[src/rtl/tetris_pkg.sv]
// Shared board constants, colour type and fetch-FSM encoding for the cell row scaler.
package tetris_pkg;

    localparam int COLS_DEF = 12;
    localparam int ROWS_DEF = 22;
    localparam int CW_DEF   = 4;

    typedef logic [CW_DEF-1:0] cell_color_t;

    localparam cell_color_t BG_COLOR_DEF   = 4'd0;
    localparam cell_color_t GRID_COLOR_DEF = 4'd15;

    typedef enum logic [1:0] {
        FETCH_IDLE  = 2'd0,
        FETCH_REQ   = 2'd1,
        FETCH_READY = 2'd2
    } fetch_state_t;

    // Index width for a counter over n values, never below one bit.
    function automatic int clog2_min1(input int n);
        return (n > 1) ? $clog2(n) : 1;
    endfunction

endpackage

[src/rtl/cell_line_buffer.sv]
// Double buffer for one board row: back half filled by the fetch, front half read by the pixel path.
module cell_line_buffer
    import tetris_pkg::*;
#(
    parameter int COLS = COLS_DEF,
    parameter int CW   = CW_DEF,
    parameter int CLW  = clog2_min1(COLS)
) (
    input  logic                 clk,
    input  logic                 rst_n,
    input  logic                 wr_en,
    input  logic [COLS*CW-1:0]   wr_data,
    input  logic                 load_en,
    input  logic [CLW-1:0]       rd_col,
    output logic [CW-1:0]        rd_color
);

    logic [COLS*CW-1:0] back_r;
    logic [COLS*CW-1:0] front_r;

    // Capture fetched row into the back half; promote it to the front half on a row swap.
    always_ff @(posedge clk or negedge rst_n) begin
        if (!rst_n) begin
            back_r  <= '0;
            front_r <= '0;
        end else begin
            if (wr_en) begin
                back_r <= wr_data;
            end else begin
                back_r <= back_r;
            end
            if (load_en) begin
                front_r <= back_r;
            end else begin
                front_r <= front_r;
            end
        end
    end

    assign rd_color = front_r[rd_col*CW +: CW];

endmodule

[src/rtl/cell_row_scaler.sv]
// Upscales a board of colour cells onto a raster: tracks line/pixel position with counters,
// prefetches the next cell row one line ahead and produces one colour per active pixel.
module cell_row_scaler
    import tetris_pkg::*;
#(
    parameter int COLS       = COLS_DEF,
    parameter int ROWS       = ROWS_DEF,
    parameter int SCALE      = 20,
    parameter int CW         = CW_DEF,
    parameter int X_OFF      = 0,
    parameter int Y_OFF      = 1,
    parameter int BG_COLOR   = int'(BG_COLOR_DEF),
    parameter int GRID_COLOR = int'(GRID_COLOR_DEF)
) (
    input  logic                      clk,
    input  logic                      rst_n,
    input  logic                      frame_start,
    input  logic                      line_start,
    input  logic                      pix_valid,
    input  logic                      grid_en,
    output logic                      rd_req,
    output logic [$clog2(ROWS)-1:0]   rd_row,
    input  logic                      rd_ack,
    input  logic [COLS*CW-1:0]        rd_data,
    output logic [CW-1:0]             pix_color,
    output logic                      pix_out_valid,
    output logic                      underrun
);

    localparam int RW       = $clog2(ROWS);
    localparam int CLW      = clog2_min1(COLS);
    localparam int SW       = clog2_min1(SCALE);
    localparam int LINE_MAX = Y_OFF + ROWS * SCALE + 1;
    localparam int LW       = $clog2(LINE_MAX + 1);
    localparam int X_MAX    = X_OFF + COLS * SCALE + 1;
    localparam int XW       = $clog2(X_MAX + 1);

    localparam logic [CW-1:0] BG_C   = CW'(BG_COLOR);
    localparam logic [CW-1:0] GRID_C = CW'(GRID_COLOR);

    // Vertical position of the current line
    logic [LW-1:0]  line_r;
    logic           first_pending_r;
    logic           in_y_r;
    logic [RW-1:0]  row_r;
    logic [SW-1:0]  sub_row_r;

    // Horizontal position of the next pixel
    logic [XW-1:0]  x_r;
    logic           in_x_r;
    logic [CLW-1:0] col_r;
    logic [SW-1:0]  sub_col_r;

    fetch_state_t   state_r;
    fetch_state_t   state_eff_s;

    logic [LW-1:0]  new_line_s;
    logic           y_in_s;
    logic           nin_y_s;
    logic [RW-1:0]  nrow_s;
    logic [SW-1:0]  nsub_row_s;
    logic           swap_s;
    logic           fetch_s;
    logic [RW-1:0]  fetch_row_s;

    logic [XW-1:0]  nx_s;
    logic           nin_x_s;
    logic [CLW-1:0] ncol_s;
    logic [SW-1:0]  nsub_col_s;

    logic           capture_s;
    logic           load_s;
    logic           swap_fail_s;
    logic [CW-1:0]  buf_color_s;
    logic [CW-1:0]  pixel_s;

    // Position of the line announced by line_start and whether it starts or precedes a cell row.
    always_comb begin
        if (frame_start || first_pending_r) begin
            new_line_s = '0;
        end else if (line_r == LW'(LINE_MAX)) begin
            new_line_s = line_r;
        end else begin
            new_line_s = line_r + LW'(1);
        end

        y_in_s      = in_y_r & ~frame_start;
        nin_y_s     = y_in_s;
        nrow_s      = row_r;
        nsub_row_s  = sub_row_r;
        swap_s      = 1'b0;
        fetch_s     = 1'b0;
        fetch_row_s = '0;

        if (new_line_s == LW'(Y_OFF)) begin
            nin_y_s    = 1'b1;
            nrow_s     = '0;
            nsub_row_s = '0;
            swap_s     = 1'b1;
        end else if (y_in_s) begin
            if (sub_row_r == SW'(SCALE - 1)) begin
                if (row_r == RW'(ROWS - 1)) begin
                    nin_y_s = 1'b0;
                end else begin
                    nrow_s     = row_r + RW'(1);
                    nsub_row_s = '0;
                    swap_s     = 1'b1;
                end
            end else begin
                nsub_row_s = sub_row_r + SW'(1);
            end
        end else begin
            nin_y_s = 1'b0;
        end

        // The row needed on the next line is requested one line early.
        if (new_line_s == LW'(Y_OFF - 1)) begin
            fetch_s     = 1'b1;
            fetch_row_s = '0;
        end else if (nin_y_s && (nsub_row_s == SW'(SCALE - 1)) && (nrow_s != RW'(ROWS - 1))) begin
            fetch_s     = 1'b1;
            fetch_row_s = nrow_s + RW'(1);
        end else begin
            fetch_s     = 1'b0;
            fetch_row_s = '0;
        end
    end

    // Line and cell-row counters, restarted by frame_start.
    always_ff @(posedge clk or negedge rst_n) begin
        if (!rst_n) begin
            line_r          <= '0;
            first_pending_r <= 1'b1;
            in_y_r          <= 1'b0;
            row_r           <= '0;
            sub_row_r       <= '0;
        end else if (line_start) begin
            line_r          <= new_line_s;
            first_pending_r <= 1'b0;
            in_y_r          <= nin_y_s;
            row_r           <= nrow_s;
            sub_row_r       <= nsub_row_s;
        end else if (frame_start) begin
            line_r          <= '0;
            first_pending_r <= 1'b1;
            in_y_r          <= 1'b0;
            row_r           <= row_r;
            sub_row_r       <= sub_row_r;
        end else begin
            line_r          <= line_r;
            first_pending_r <= first_pending_r;
            in_y_r          <= in_y_r;
            row_r           <= row_r;
            sub_row_r       <= sub_row_r;
        end
    end

    // Horizontal position after the current pixel strobe.
    always_comb begin
        if (x_r == XW'(X_MAX)) begin
            nx_s = x_r;
        end else begin
            nx_s = x_r + XW'(1);
        end
        nin_x_s    = in_x_r;
        ncol_s     = col_r;
        nsub_col_s = sub_col_r;
        if (nx_s == XW'(X_OFF)) begin
            nin_x_s    = 1'b1;
            ncol_s     = '0;
            nsub_col_s = '0;
        end else if (in_x_r) begin
            if (sub_col_r == SW'(SCALE - 1)) begin
                if (col_r == CLW'(COLS - 1)) begin
                    nin_x_s = 1'b0;
                end else begin
                    ncol_s     = col_r + CLW'(1);
                    nsub_col_s = '0;
                end
            end else begin
                nsub_col_s = sub_col_r + SW'(1);
            end
        end else begin
            nin_x_s = 1'b0;
        end
    end

    // Pixel and cell-column counters, restarted at every line.
    always_ff @(posedge clk or negedge rst_n) begin
        if (!rst_n) begin
            x_r       <= '0;
            in_x_r    <= (X_OFF == 0);
            col_r     <= '0;
            sub_col_r <= '0;
        end else if (line_start) begin
            x_r       <= '0;
            in_x_r    <= (X_OFF == 0);
            col_r     <= '0;
            sub_col_r <= '0;
        end else if (pix_valid) begin
            x_r       <= nx_s;
            in_x_r    <= nin_x_s;
            col_r     <= ncol_s;
            sub_col_r <= nsub_col_s;
        end else begin
            x_r       <= x_r;
            in_x_r    <= in_x_r;
            col_r     <= col_r;
            sub_col_r <= sub_col_r;
        end
    end

    // frame_start acts before anything else, so the FSM behaves as if already idle that cycle.
    always_comb begin
        if (frame_start) begin
            state_eff_s = FETCH_IDLE;
        end else begin
            state_eff_s = state_r;
        end
        capture_s   = (state_eff_s == FETCH_REQ) && rd_ack;
        load_s      = line_start && swap_s && (state_eff_s == FETCH_READY);
        swap_fail_s = line_start && swap_s && (state_eff_s != FETCH_READY);
    end

    // Row fetch FSM with its request outputs and the sticky underrun flag.
    always_ff @(posedge clk or negedge rst_n) begin
        if (!rst_n) begin
            state_r  <= FETCH_IDLE;
            rd_req   <= 1'b0;
            rd_row   <= '0;
            underrun <= 1'b0;
        end else begin
            case (state_eff_s)
                FETCH_IDLE: begin
                    if (line_start && fetch_s) begin
                        state_r <= FETCH_REQ;
                        rd_req  <= 1'b1;
                        rd_row  <= fetch_row_s;
                    end else begin
                        state_r <= FETCH_IDLE;
                        rd_req  <= 1'b0;
                    end
                end
                FETCH_REQ: begin
                    if (rd_ack) begin
                        state_r <= FETCH_READY;
                        rd_req  <= 1'b0;
                    end else begin
                        state_r <= FETCH_REQ;
                        rd_req  <= 1'b1;
                    end
                end
                FETCH_READY: begin
                    rd_req <= 1'b0;
                    if (load_s) begin
                        state_r <= FETCH_IDLE;
                    end else begin
                        state_r <= FETCH_READY;
                    end
                end
                default: begin
                    state_r <= FETCH_IDLE;
                    rd_req  <= 1'b0;
                end
            endcase

            if (frame_start) begin
                underrun <= swap_fail_s;
            end else if (swap_fail_s) begin
                underrun <= 1'b1;
            end else begin
                underrun <= underrun;
            end
        end
    end

    cell_line_buffer #(
        .COLS (COLS),
        .CW   (CW),
        .CLW  (CLW)
    ) u_buf (
        .clk      (clk),
        .rst_n    (rst_n),
        .wr_en    (capture_s),
        .wr_data  (rd_data),
        .load_en  (load_s),
        .rd_col   (col_r),
        .rd_color (buf_color_s)
    );

    // Colour of the pixel being strobed this cycle.
    always_comb begin
        if (!(in_x_r && in_y_r)) begin
            pixel_s = BG_C;
        end else if (grid_en && ((sub_col_r == '0) || (sub_row_r == '0))) begin
            pixel_s = GRID_C;
        end else begin
            pixel_s = buf_color_s;
        end
    end

    // One-cycle output stage; colour holds between strobes.
    always_ff @(posedge clk or negedge rst_n) begin
        if (!rst_n) begin
            pix_color     <= '0;
            pix_out_valid <= 1'b0;
        end else begin
            pix_out_valid <= pix_valid;
            if (pix_valid) begin
                pix_color <= pixel_s;
            end else begin
                pix_color <= pix_color;
            end
        end
    end

endmodule

[config.mk]
export PLATFORM = sky130hd
export DESIGN_NAME = cell_row_scaler
export DESIGN_NICKNAME = d
export VERILOG_FILES = /design/src/rtl/tetris_pkg.sv /design/src/rtl/cell_line_buffer.sv /design/src/rtl/cell_row_scaler.sv
export SDC_FILE = /design/constraint.sdc
export NUM_CORES = 1
export LEC_CHECK = 0
export ABC_AREA = 1
export CORE_MARGIN = 2
export CORE_UTILIZATION = 57
export DETAILED_ROUTE_END_ITERATION = 6
export PLACE_DENSITY = 0.79
export SLEW_MARGIN = 15
export SYNTH_ARGS = -nofsm -noshare
export SYNTH_HDL_FRONTEND = slang
export SYNTH_HIERARCHICAL = 1
export SYNTH_SLANG_ARGS = --single-unit
[constraint.sdc]
create_clock -name clk -period 3.49 [get_ports clk]
set_clock_uncertainty 0.05 [all_clocks]
set_input_delay 0.698 -clock clk [delete_from_list [all_inputs] [get_ports clk]]
set_output_delay 0.698 -clock clk [all_outputs]
set_load 0.005 [all_outputs]
## Word-level counts from Yosys, hierarchy flattened

Cells that the tools add are included.

- Add/sub/neg operators: 7
- Equality and inequality tests: 14
- Shift-type cells: 1
- Mux-type cells: 60
- Bitwise operators: 2
- Reductions and logical operators: 24

Operators by type and width:

| cell | count |
|---|---|
| $mux W5 | 16 |
| $shiftx A48 B7 Y4 | 1 |
| $mux W9 | 4 |
| $mux W4 | 8 |
| $mux W1 | 24 |
| $mux W8 | 3 |
| $add A5 B1 Y5 const B | 4 |
| $eq A5 B5 Y1 const B | 4 |
| $logic_not A5 Y1 | 2 |
| $add A9 B1 Y9 const B | 1 |
| $eq A9 B1 Y1 const B | 1 |
| $eq A9 B9 Y1 const B | 1 |
| $logic_and A1 B1 Y1 | 9 |
| $logic_not A9 Y1 | 1 |
| $add A8 B1 Y8 const B | 1 |
| $eq A8 B8 Y1 const B | 1 |
| $logic_not A8 Y1 | 1 |
| $mux W2 | 3 |
| $pmux W2 S3 | 1 |
| $reduce_bool A2 Y1 | 3 |
| $reduce_bool A3 Y1 | 2 |
| $ne A5 B5 Y1 const B | 1 |
| $add A4 B1 Y4 const B | 1 |
| $eq A4 B4 Y1 const B | 1 |
| 13 further kinds | 14 |

- Register bits: 149
- Input bits: 55
- Output and inout port bits: 12
- Logic and storage cells: 125

## Longest topological paths before layout

Gate-level depths: netlist (run 1).

- Word-level depth: 13
- Depth in mapped cells: 22
- Gate-level depth less buffers: 21

## By module

Netlist (run 1), hierarchy kept.

By module, submodules not included:

| module | times used | cells an instance | area an instance (um^2) | sequential area each (um^2) |
|---|---|---|---|---|
| cell_line_buffer | 1 | 412 | 4,095.2 | 2,402.3 |
| cell_row_scaler | 1 | 410 | 3,199.3 | 1,328.8 |

## Worst setup path after synthesis (run 1)

OpenSTA, ideal clock, no wires.

- Kind: input port to flip-flop
- Start: input port frame_start
- End: register rd_req
- Setup time: 127 ps
- Arrival: 2,342 ps
- Required time: 3,313 ps
- Path slack: 971 ps
- Cell stages on the path: 18
- Buffers on the path: 1
- Cell sequence: nor2_4 -> inv_2 -> a21oi_1 -> o21ai_1 -> nand2_1 -> nor2_4 -> nand3_2 -> buf_6 -> nand2_1 -> inv_1 -> ha_1 -> nand3_1 -> nor2_1 -> nand3_1 -> nand3_2 -> nand2_2 -> nand2_4 -> o21ai_0

- Elaborated cells between the ends (all ways): 24
- Classes of those cells: eq/ne: 4; mux: 12; bitwise: 2; reduce/logical: 6

RTL lines:

| element | RTL line | text |
|---|---|---|
| start: declaration | cell_row_scaler.sv:17 | `input logic frame_start,` |
| $logic_or A1 B1 Y1 or $not A1 Y1 (tied branches) | cell_row_scaler.sv:79, cell_row_scaler.sv:87 |  |
| $mux W9 or $and A1 B1 Y1 (tied branches) | cell_row_scaler.sv:79, cell_row_scaler.sv:87 |  |
| $eq A9 B1 Y1 or $mux W5 (tied branches) | cell_row_scaler.sv:95, cell_row_scaler.sv:100 |  |
| $mux W5 * | cell_row_scaler.sv:95 | `if (new_line_s == LW'(Y_OFF)) begin` |
| named net nrow_s[0] | cell_row_scaler.sv:60 | `logic [RW-1:0] nrow_s;` |
| $ne A5 B5 Y1 * | cell_row_scaler.sv:120 | `end else if (nin_y_s && (nsub_row_s == SW'(SCALE - 1)) && (nrow_s != RW'(ROWS - 1))) begin` |
| $logic_and A1 B1 Y1 * | cell_row_scaler.sv:120 |  |
| $mux W1 * | cell_row_scaler.sv:120 |  |
| $mux W1 * | cell_row_scaler.sv:117 | `if (new_line_s == LW'(Y_OFF - 1)) begin` |
| $logic_and A1 B1 Y1 * | cell_row_scaler.sv:235 | `if (line_start && fetch_s) begin` |
| $mux W1 * | cell_row_scaler.sv:235 |  |
| $pmux W1 S2 * | cell_row_scaler.sv:233 | `case (state_eff_s)` |
| end signal: assignment | cell_row_scaler.sv:229 | `rd_req <= 1'b0;` |
| end signal: assignment | cell_row_scaler.sv:237 | `rd_req <= 1'b1;` |
| end signal: assignment | cell_row_scaler.sv:241 | `rd_req <= 1'b0;` |
| end: declaration | cell_row_scaler.sv:21 | `output logic rd_req,` |

The timed path passes the listed nets; every way through them passes the cells marked *.
A chain may end at the register's enable or synchronous reset.

## Worst setup path after layout (run 1)

- Start: register line_r[0]
- End: register rd_row[1]

- Elaborated cells between the ends (all ways): 20
- Classes of those cells: add/sub: 2; eq/ne: 4; mux: 9; reduce/logical: 5

RTL lines:

| element | RTL line | text |
|---|---|---|
| start: declaration | cell_row_scaler.sv:42 | `logic [LW-1:0] line_r;` |
| start signal: assignment | cell_row_scaler.sv:138 | `line_r <= new_line_s;` |
| start signal: assignment | cell_row_scaler.sv:150 | `line_r <= line_r;` |
| $add A9 B1 Y9 or $eq A9 B9 Y1 (tied branches) | cell_row_scaler.sv:84, cell_row_scaler.sv:81 |  |
| $mux W9 * | cell_row_scaler.sv:81 | `end else if (line_r == LW'(LINE_MAX)) begin` |
| $mux W9 * | cell_row_scaler.sv:79 | `if (frame_start \|\| first_pending_r) begin` |
| $eq A9 B1 Y1 * | cell_row_scaler.sv:95 |  |
| $mux W5 * | cell_row_scaler.sv:95 |  |
| named net nrow_s[0] | cell_row_scaler.sv:60 |  |
| parallel branches: the longest is 6 deep, another holds $add A5 B1 Y5 | - |  |
| end signal: assignment | cell_row_scaler.sv:238 | `rd_row <= fetch_row_s;` |
| end: declaration | cell_row_scaler.sv:22 | `output logic [$clog2(ROWS)-1:0] rd_row,` |

Mark *: on every way through the listed nets, which the timed path passes.

==> qor.txt, run 1 <==
Via count = 5740
Sequential fraction of the synthesis area = 0.511
Fin Hold WS = 0.114 ns
Worst Setup EP = rd_row[1]$_DFFE_PN0P_
Setup violations, final = 0
WL met3 = 742 µm
Global route overflow = 0
H-tree lvl count = 4
Top layer in use = met4
IO Port Bufs = 66
Unrepaired setup endpoints after global routing = no
N_diodes = 0
Hold Violations, Final = 0
# hold bufs at CTS = 0
Worst slew pin tran = 0.567 ns
Max-cap violations = 0
Seq cells post-synth = 149
Post-DR vias/cell = 5.33
Sw Share = 0.260
Total core area = 0.0126 mm²
Chip height = 117 µm
Post-DP HPWL = 10200 µm
Post-synth EDFFs = 0
Max Root-Sink Buffers = 2
Met2 WL = 7020 µm
Worst R2R Path Depth = 21
Warnings, synthesis = 6
Combinational power share = 0.165
Post-synth top area share = 0.504
Clk pwr share = 0.377
Number of global-route vias before repair = 5519
Biggest area consumer among synthesized cells = dfrtp_1
Initial antenna violation count = 0
Layout cells sized above 1 = 0.136
M1 WL = 6900 µm
Worst Path Required = 3.75 ns
TritonCTS clock tree = done
FF-to-FF Start = line_r[0]$_DFFE_PN0P_
Worst relative slew slack = 0.622
Chip width = 117 µm
Status = finished, final reports clean
Worst Setup End Kind = flop
P_int = 3.82 mW
Initial Util = 0.580
IO Count = 67
Rows = 41
Gp weighted congestion = 0.906
Type of origin of the critical path = flop
Antenna Violating Nets Remaining = 0
Cell Pwr Density = 587 mW/mm²
Most common cell in the netlist = nand2_1
Latest clock arrival within the worst-skew pair = 0.43 ns
Post-Synthesis Cells = 822
Peak Freq = 356 MHz
Reg2reg end = rd_row[1]$_DFFE_PN0P_
Residual DRC = 0
First-pass GRT wire length = 25200 µm
Starting DRT DRC Count = 431
Min Tclk post-route = 2.81 ns
Fillers = 968
Post-Route WL = 15000 µm
Peak supply drop = 0.479 mV
Final nets = 961
Synth top cells by count = 191 x nand2_1, 147 x dfrtp_1, 97 x inv_1
Setup Buffers After CTS = 0
CP arrival = 3.08 ns
Mean Syn Cell Area = 8.87 µm²
Async set-reset flop share out of synthesis = 1.00
Critical Path Fanout Max = 8
TritonCTS buffer count = 17
Leakage = 4.07 nW
Post-CTS Resized = 0
TNS Setup = 0 ns
All-Layer GR Usage = 0.239
Sequential share of power = 0.458
Post-synthesis cell type count = 40
Syn Nets = 890
Full die area = 0.0137 mm²
Top area cells in the synthesized netlist = dfrtp_1 50%, nand2_1 9.8%, mux2_2 6.2%
First-pass DRT Iterations = 5
Root cell of the clock tree = clkbuf_16
Layout area overhead = 20.6%
Avg WL per Cell = 14.0 µm
Ys flop type = dfrtp_1
Crit path launch = line_r[0]$_DFFE_PN0P_
Slew Limit Fails = 0
WS Path Type = flop to flop
Clk slew on worst S/H paths = 0.06 ns
Switching power = 1.35 mW
Register-to-Register Setup Slack = 0.68 ns
Synthesized area = 0.00729 mm²
Hold WC Path Type = input pin to async pin
Tcrit/Tclk final = 0.806
Clock sinks = 149
Largest net degree at the start of global routing = 83
[critical path, stage by stage, from the launching register on]
cell and delay (ns):
dfrtp_1 0.42, ha_1 0.23, nand3_2 0.14, nor2_2 0.15, nand2_1 0.06, nand2_1 0.06
nand2_1 0.05, nand2_1 0.14, nand2_2 0.08, nor2_2 0.09, nand3_2 0.16, nand2_1 0.15
inv_1 0.07, ha_1 0.17, nand3_1 0.08, nor2_1 0.05, nand3_1 0.09, nand3_2 0.12
nand2_2 0.11, nand2_4 0.08, nand2_1 0.10, nand2_1 0.05
[layout make-up]
class                      count  area [µm²]  area share
sequential                   149        3730       0.424
timing repair buffer          81         837      0.0951
inverter                     102         385      0.0438
clock buffer                  22         484      0.0550
clock inverter                 9         149      0.0169
tap                          172         215      0.0245
multi-input combinational    542        3000       0.341
[through the flow]
stage	instances	cell area (µm²)	setup slack, ns	utilization	total power, mW
5_1_grt	1077	8800	0.364	0.700	5.44
6_report	1077	8800	0.678	0.700	5.17
4_1_cts	1077	8800	0.686	0.700	5.20
3_3_place_gp	1046	8170	0.401	0.650	3.19
3_5_place_dp	1046	8170	0.277	0.650	3.24
2_1_floorplan	822	7290	0.971	-	2.91
[flip-flops by register name, summed over array words and instances, names as in the netlist, 2 cells and up]
name           cells
u_buf/back_r      48
u_buf/front_r     48
line_r             9
x_r                8
rd_row             5
row_r              5
sub_col_r          5
sub_row_r          5
col_r              4
pix_color          4
state_r            2
[power groups by stage]
stage	Sequential (mW)	Combinational [mW]	Clock (mW)
after detailed placement	2.39	0.846	0
after CTS	2.37	0.859	1.97
final	2.37	0.852	1.95
after global placement	2.38	0.812	0
after floorplan	2.32	0.586	0
after global routing	2.42	0.976	2.04
[cell families after synthesis]
group	Yosys count	share of synthesized area
AO/OA/AOI/OAI	134	0.0993
AND/OR/NAND/NOR	339	0.207
flip-flops	149	0.511
adder cells (fa/ha/maj)	13	0.0223
multiplexers	40	0.0617
XOR/XNOR	16	0.0192
buffers and inverters	131	0.0786
[worst min path at each step]
stage                                    end                          from  slack (ns)  cells past startpoint
5_1_grt         u_buf/back_r[11]$_DFFE_PN0P_                         rst_n        0.13                      1
3_3_place_gp   u_buf/front_r[42]$_DFFE_PN0P_  u_buf/back_r[42]$_DFFE_PN0P_        0.41                      2
6_report        u_buf/back_r[15]$_DFFE_PN0P_                         rst_n        0.11                      1
4_1_cts         u_buf/back_r[14]$_DFFE_PN0P_                         rst_n        0.11                      1
3_5_place_dp           rd_row[0]$_DFFE_PN0P_         rd_row[0]$_DFFE_PN0P_        0.41                      2
2_1_floorplan           col_r[0]$_DFFE_PN0P_                         rst_n        0.35                      0
[placed cells by master (no fill, tap or decap), drive strengths merged]
cell type | Yosys | layout
a211oi | 1 | 1
a21boi | 2 | 2
a21oi | 21 | 21
a22oi | 1 | 1
a31oi | 1 | 1
and3 | 1 | 1
buf | 19 | 16
bufinv | 0 | 4
clkbuf | 10 | 22
clkdlybuf4s50 | 0 | 65
clkinv | 2 | 7
dfrtp | 147 | 147
dfstp | 2 | 2
ha | 13 | 13
inv | 100 | 100
mux2 | 40 | 40
nand2 | 200 | 200
nand3 | 70 | 70
nand3b | 2 | 2
nand4 | 13 | 13
nor2 | 47 | 47
nor3 | 4 | 4
o211ai | 1 | 1
o21a | 1 | 1
o21ai | 93 | 93
o22ai | 11 | 11
o31ai | 2 | 2
or2 | 2 | 2
xnor2 | 2 | 2
xor2 | 14 | 14
[per-layer routing]
metal / vias up / track usage
met3: 35 / 0.0592
met2: 177 / 0.373
met1: 2699 / 0.320
li1: 2829 / -
met5: - / 0
met4: 0 / 0.107
No activity file was read; power rests on OpenSTA's default activity.
==> run 2, diff against run 1 <==
==> constraint.sdc (replaced) <==
create_clock -name clk -period 2.7 [get_ports clk]
set_clock_uncertainty 0.05 [all_clocks]
set_input_delay 0.54 -clock clk [delete_from_list [all_inputs] [get_ports clk]]
set_output_delay 0.54 -clock clk [all_outputs]
set_load 0.005 [all_outputs]
==> run 2 against run 1 <==
The run now ends with design-rule violations left. Routed wire length is 6.2% higher. Non-clock buffer count up 29. Worst hold slack worse by 0.065 ns. First-iteration DRC count grew 8.4%. Flip-flop and latch count stayed put. Sequential power up 29%. Maximum frequency grew 8.3%. Critical path depth down 4. Final cell count is 2.7% higher. Largest cell class unchanged. Largest power group unchanged.
==> qor.txt, run 2 (same netlist as run 1, synthesis figures left out) <==
Post-DR vias/cell = 5.32 (-0.26%)
Initial Util = 0.580 (unchanged)
Largest net degree at the start of global routing = 67 (-19%)
First-pass DRT Iterations = 7 (+2)
Clk slew on worst S/H paths = 0.06 ns (about the same)
Combinational power share = 0.176 (+0.011)
Min Tclk post-route = 2.60 ns (-0.215 ns)
Layout area overhead = 24.0%
Max Root-Sink Buffers = 2 (unchanged)
Peak supply drop = 0.490 mV (+2.3%)
Crit path top cell by count = nand2_1
IO Count = 67 (unchanged)
Chip height = 117 µm (unchanged)
Peak Freq = 385 MHz (+8.3%)
CP max stage delay = 0.44 ns (+0.02 ns)
All-Layer GR Usage = 0.242 (+0.00265)
Setup violations, final = 0 (unchanged)
Slowest cell on crit path = dfrtp_2
Status = complete, but fails checks
Tcrit/Tclk final = 0.962 (+0.156)
TritonCTS clock tree = done
H-tree lvl count = 4 (unchanged)
Sequential share of power = 0.473 (+0.015)
Number of global-route vias before repair = 5495 (-0.43%)
Clk pwr share = 0.351 (-0.026)
Crit-path cells = inv_2 -> ha_1 -> nand2_1 -> nor2_2 -> nand4_1 -> nand3_2 -> nand2_2 -> nor2_2 -> nand3_2 -> buf_4 -> nand2_1 -> nand2_1 -> nor2_4 -> buf_4 -> clkbuf_16 -> nand2_1 -> o21ai_0
GRT met2 Usage = 0.370 (-0.00308)
N_diodes = 0 (unchanged)
Full die area = 0.0137 mm² (unchanged)
WS Path Type = flop to flop
Final nets = 990 (+3.0%)
P_int = 4.71 mW (+23%)
Initial antenna violation count = 0 (unchanged)
Global route overflow = 0 (unchanged)
TritonCTS buffer count = 17 (unchanged)
Post-Route WL = 16000 µm (+6.2%)
Worst slew pin tran = 0.637 ns (+0.0696 ns)
Slew Limit Fails = 0 (unchanged)
Residual DRC = 2 (+2)
Sw Share = 0.273 (+0.0124)
Core Util, Final = 0.720 (+0.0194)
Commonest non-fill, non-tap cell in the layout = nand2_1
GRT met3 Usage = 0.0572 (-0.00206)
Cell Pwr Density = 717 mW/mm² (+22%)
Critical Path Fanout Max = 17 (+9)
Leakage = 4.19 nW (+3.0%)
Fin Hold WS = 0.0491 ns (-0.0653 ns)
Largest registers = u_buf/back_r x48, u_buf/front_r x48, line_r x9
Max-cap violations = 0 (unchanged)
Switching power = 1.77 mW (+31%)
Layout cells sized above 1 = 0.171 (+0.0354)
Fillers = 926 (-4.3%)
Commonest non-fill, non-tap cells in the layout = 190 x nand2_1, 146 x dfrtp_1, 94 x inv_1
Latest clock arrival within the worst-skew pair = 0.42 ns (about the same)
Hold Violations, Final = 0 (unchanged)
TNS Setup = 0 ns (unchanged)
Root cell of the clock tree = clkbuf_16
Starting DRT DRC Count = 467 (+8.4%)
Final Cell Area = 0.00904 mm² (+2.8%)
Buffers & Inverters on Critical Path = 4 (+3)
Met1 Use GR = 0.336 (+0.0169)
Failing checks = design-rule violations
Type of origin of the critical path = flop
Hold WC Path Type = input pin to async pin
IO Port Bufs = 66 (unchanged)
GR peak layer = met2
Worst Path Required = 2.98 ns (-0.77 ns)
Worst Setup End Kind = flop
Gp weighted congestion = 0.844 (-6.8%)
Unrepaired setup endpoints after global routing = yes
Clock sinks = 149 (unchanged)
Dpl cell area = 0.00830 mm² (+1.7%)
Top Family by Delay on Critical Path = simple AND/OR/NAND/NOR gates
Antenna Violating Nets Remaining = 0 (unchanged)
Via count = 5879 (+2.4%)
Worst relative slew slack = 0.575 (-0.0464)
Rows = 41 (unchanged)
First-pass GRT wire length = 25700 µm (+1.8%)
Avg WL per Cell = 14.4 µm (+3.4%)
Total core area = 0.0126 mm² (unchanged)
Chip width = 117 µm (unchanged)
Post-DP HPWL = 10500 µm (+2.5%)
CP arrival = 2.87 ns (-0.21 ns)
## run 2: changes by cell type in the layout (fill, tap and decap cells not counted), sizes merged
| cell | previous run | this run |
|---|---|---|
| clkinv | 7 | 10 |
| inv | 100 | 101 |
| buf | 16 | 43 |
| clkbuf | 22 | 21 |
| bufinv | 4 | 2 |
| clkinvlp | 0 | 1 |
## run 2: power groups by stage
| stage | Clock [mW] | Combinational [mW] | Sequential (mW) |
|---|---|---|---|
| 5_1_grt | 2.41 | 1.30 | 3.12 |
| 3_5_place_dp | 0 | 1.11 | 3.10 |
| 2_1_floorplan | 0 | 0.758 | 3.00 |
| 4_1_cts | 2.31 | 1.13 | 3.06 |
| 3_3_place_gp | 0 | 1.07 | 3.08 |
| 6_report | 2.27 | 1.14 | 3.06 |
## run 2: worst register-to-register path, cell delays in order, from the launching register on
cell and delay, ns:
dfrtp_2 0.44, inv_2 0.09, ha_1 0.16, nand2_1 0.07, nor2_2 0.16, nand4_1 0.16
nand3_2 0.13, nand2_2 0.06, nor2_2 0.09, nand3_2 0.11, buf_4 0.18, nand2_1 0.08
nand2_1 0.10, nor2_4 0.11, buf_4 0.17, clkbuf_16 0.19, nand2_1 0.06, o21ai_0 0.09
## run 2: layout make-up
type / instances / area [µm²] / area share
inverter: 102 / 385 / 0.0426
multi-input combinational: 542 / 3040 / 0.336
clock buffer: 19 / 443 / 0.0490
sequential: 149 / 3730 / 0.413
tap: 172 / 215 / 0.0238
timing repair buffer: 110 / 1090 / 0.121
clock inverter: 12 / 131 / 0.0145
## run 2: metal layers
metal	vias to the layer above	routed length, µm
met3	25	861
li1	2883	-
met1	2769	7300
met5	-	0
met4	0	268
met2	202	7540
## run 2: what timing repair did
item	4_1_cts	5_1_grt
resized for setup	0	12
buffers inserted	0	8
hold buffers	0	0
endpoints found under the setup margin	0	42
## run 2: path summary, 6_finish.rpt
path	slack, ns	startpoint	cells past startpoint	to
max	0.10	line_r[0]$_DFFE_PN0P_	17	u_buf/front_r[22]$_DFFE_PN0P_
min	0.05	rst_n	1	u_buf/front_r[8]$_DFFE_PN0P_
max reg2reg	0.10	line_r[0]$_DFFE_PN0P_	17	u_buf/front_r[22]$_DFFE_PN0P_
min reg2reg	0.43	rd_row[3]$_DFFE_PN0P_	2	rd_row[3]$_DFFE_PN0P_
max in group asynchronous	1.86	rst_n	2	in_x_r$_DFFE_PN1P_
min in group clk	0.43	rd_row[3]$_DFFE_PN0P_	2	rd_row[3]$_DFFE_PN0P_
## run 2: stage by stage
step / setup slack, ns / instances / total power [mW]
final: 0.103 / 1106 / 6.48
after global routing: -0.0954 / 1106 / 6.83
after CTS: 0.125 / 1095 / 6.51
after detailed placement: -0.137 / 1064 / 4.21
after global placement: -0.0509 / 1064 / 4.15
after floorplan: 0.240 / 822 / 3.75
==> run 3, diff against run 2 <==
--- a/config.mk
+++ b/config.mk
@@ -6,6 +6,7 @@
 export NUM_CORES = 1
 export LEC_CHECK = 0
 export ABC_AREA = 1
+export CORE_ASPECT_RATIO = 1.2
 export CORE_MARGIN = 2
 export CORE_UTILIZATION = 57
 export DETAILED_ROUTE_END_ITERATION = 6
==> run 3 against run 2 <==
The run now ends clean. Setup slack better by 0.015 ns. Utilization up 0.25 points. Maximum frequency up 0.60%. Clock power up 5%. Critical path type unchanged.
==> qor.txt, run 3 (same netlist as run 1, synthesis figures left out) <==
TritonCTS clock tree = done
Rows = 45 (+9.8%)
First-pass DRT Iterations = 5 (-2)
Layout cells sized above 1 = 0.167 (-0.00392)
Worst Setup End Kind = flop
TritonCTS buffer count = 17 (unchanged)
Leakage = 4.20 nW (+0.20%)
Peak supply drop = 0.521 mV (+6.3%)
Area of the multi-input gates = 0.00304 mm² (-0.16%)
Largest registers = u_buf/back_r x48, u_buf/front_r x48, line_r x9
IO Count = 67 (unchanged)
Status = finished, final reports clean
Latest clock arrival within the worst-skew pair = 0.42 ns (about the same)
Final nets = 987 (-0.30%)
Worst Path Required = 2.95 ns (-0.03 ns)
Critical Path Fanout Max = 15 (-2)
Full die area = 0.0137 mm² (about the same)
CP arrival = 2.83 ns (-0.04 ns)
Cell Pwr Density = 729 mW/mm² (+1.7%)
Residual DRC = 0 (-2)
H-tree lvl count = 4 (unchanged)
Via count = 5966 (+1.5%)
Antenna Violating Nets Remaining = 0 (unchanged)
# hold bufs at CTS = 0 (unchanged)
Total core area = 0.0126 mm² (about the same)
Initial antenna violation count = 0 (unchanged)
Layout area overhead = 24.3%
Pre-CTS setup slack = -0.173 ns (-0.0365 ns)
Number of global-route vias before repair = 5770 (+5.0%)
Hold WC Path Type = input pin to async pin
Chip width = 107 µm (-8.4%)
Largest net degree at the start of global routing = 62 (-7.5%)
Avg WL per Cell = 15.0 µm (+4.2%)
Initial Util = 0.581 (about the same)
First-pass GRT wire length = 27000 µm (+5.3%)
Setup WS post-layout = 0.118 ns (+0.0154 ns)
Chip height = 128 µm (+9.2%)
Post-DR vias/cell = 5.44 (+2.4%)
Starting DRT DRC Count = 375 (-20%)
Type of origin of the critical path = flop
IO Port Bufs = 66 (unchanged)
Commonest non-fill, non-tap cell in the layout = nand2_1
N_diodes = 0 (unchanged)
Commonest non-fill, non-tap cells in the layout = 190 x nand2_1, 147 x dfrtp_1, 95 x inv_1
Sequential Area = 0.00373 mm² (about the same)
Post-DP HPWL = 10600 µm (+1.4%)
Worst slew pin tran = 0.705 ns (+0.0681 ns)
WS Path Type = flop to flop
Clock sinks = 149 (unchanged)
Clk slew on worst S/H paths = 0.06 ns (about the same)
Slew Limit Fails = 0 (unchanged)
Fillers = 916 (-1.1%)
Max Root-Sink Buffers = 2 (unchanged)
Gp weighted congestion = 0.868 (+2.7%)
Hold Violations, Final = 0 (unchanged)
Max-cap violations = 0 (unchanged)
All-Layer GR Usage = 0.250 (+0.00848)
Tcrit/Tclk final = 0.956 (-0.00571)
Worst relative slew slack = 0.530 (-0.0454)
Setup violations, final = 0 (unchanged)
Min Tclk post-route = 2.58 ns (-0.0154 ns)
Global route overflow = 0 (unchanged)
Core Util, Final = 0.722 (+0.00251)
Peak Freq = 387 MHz (+0.60%)
Post-Route WL = 16500 µm (+3.2%)
Root cell of the clock tree = clkbuf_16
==> run 3: metrics by stage <==
stage	area (µm²)	TNS [ns]	total power [mW]	std cells	hold WS [ns]
6_report	9070	0	6.61	1096	0.0182
3_5_place_dp	8310	-6.08	4.20	1058	0.418
2_1_floorplan	7290	0	3.75	822	0.194
5_1_grt	9070	-0.416	6.96	1096	0.0855
4_1_cts	8910	0	6.61	1090	0.0629
3_3_place_gp	8310	-3.64	4.14	1058	0.407
==> run 3: where the power goes <==
| part | internal [mW] | switching (mW) | total (mW) |
|---|---|---|---|
| Combinational | 0.542 | 0.611 | 1.15 |
| Sequential | 2.78 | 0.278 | 3.06 |
| Clock | 1.43 | 0.963 | 2.39 |
==> run 3: repair_timing <==
item	in CTS	in global routing
resized for setup	0	11
endpoints found under the setup margin	0	48
buffers inserted	0	3
==> run 3: critical path: stages, from the launching register on <==
cell     delay (ns)
dfrtp_1        0.43
inv_2          0.09
ha_1           0.14
nand2_1        0.09
nor2_4         0.12
nand4_1        0.15
nand3_2        0.13
nand2_2        0.06
nor2_2         0.08
nand3_2        0.09
buf_4          0.20
nand2_1        0.11
nand2_2        0.09
nor2_4         0.13
buf_12         0.15
buf_12         0.15
nand2_1        0.07
o21ai_0        0.13
==> run 3: area by class of cell <==
cell class,count,area share
clock buffers,20,0.0504
clock inverters,12,0.0160
inverters,102,0.0425
multi-input cells,542,0.335
flip-flops and latches,149,0.412
well taps,164,0.0226
repair buffers,107,0.122
==> run 3: metal layers <==
metal,wire (µm),vias to the layer above,global-route usage
li1,-,2868,-
met1,6840,2903,0.303
met2,8690,166,0.440
met3,665,29,0.0549
met4,287,0,0.0856
met5,0,-,0
==> run 3: path summary, 6_finish.rpt <==
kind	startpoint	to	slack, ns	cells after the start
min reg2reg	u_buf/back_r[23]$_DFFE_PN0P_	u_buf/front_r[23]$_DFFE_PN0P_	0.42	2
min	rst_n	rd_row[2]$_DFFE_PN0P_	0.02	1
max reg2reg	line_r[0]$_DFFE_PN0P_	u_buf/front_r[15]$_DFFE_PN0P_	0.12	17
max in group asynchronous	rst_n	u_buf/front_r[2]$_DFFE_PN0P_	1.86	2
max	line_r[0]$_DFFE_PN0P_	u_buf/front_r[15]$_DFFE_PN0P_	0.12	17
min in group clk	u_buf/back_r[23]$_DFFE_PN0P_	u_buf/front_r[23]$_DFFE_PN0P_	0.42	2
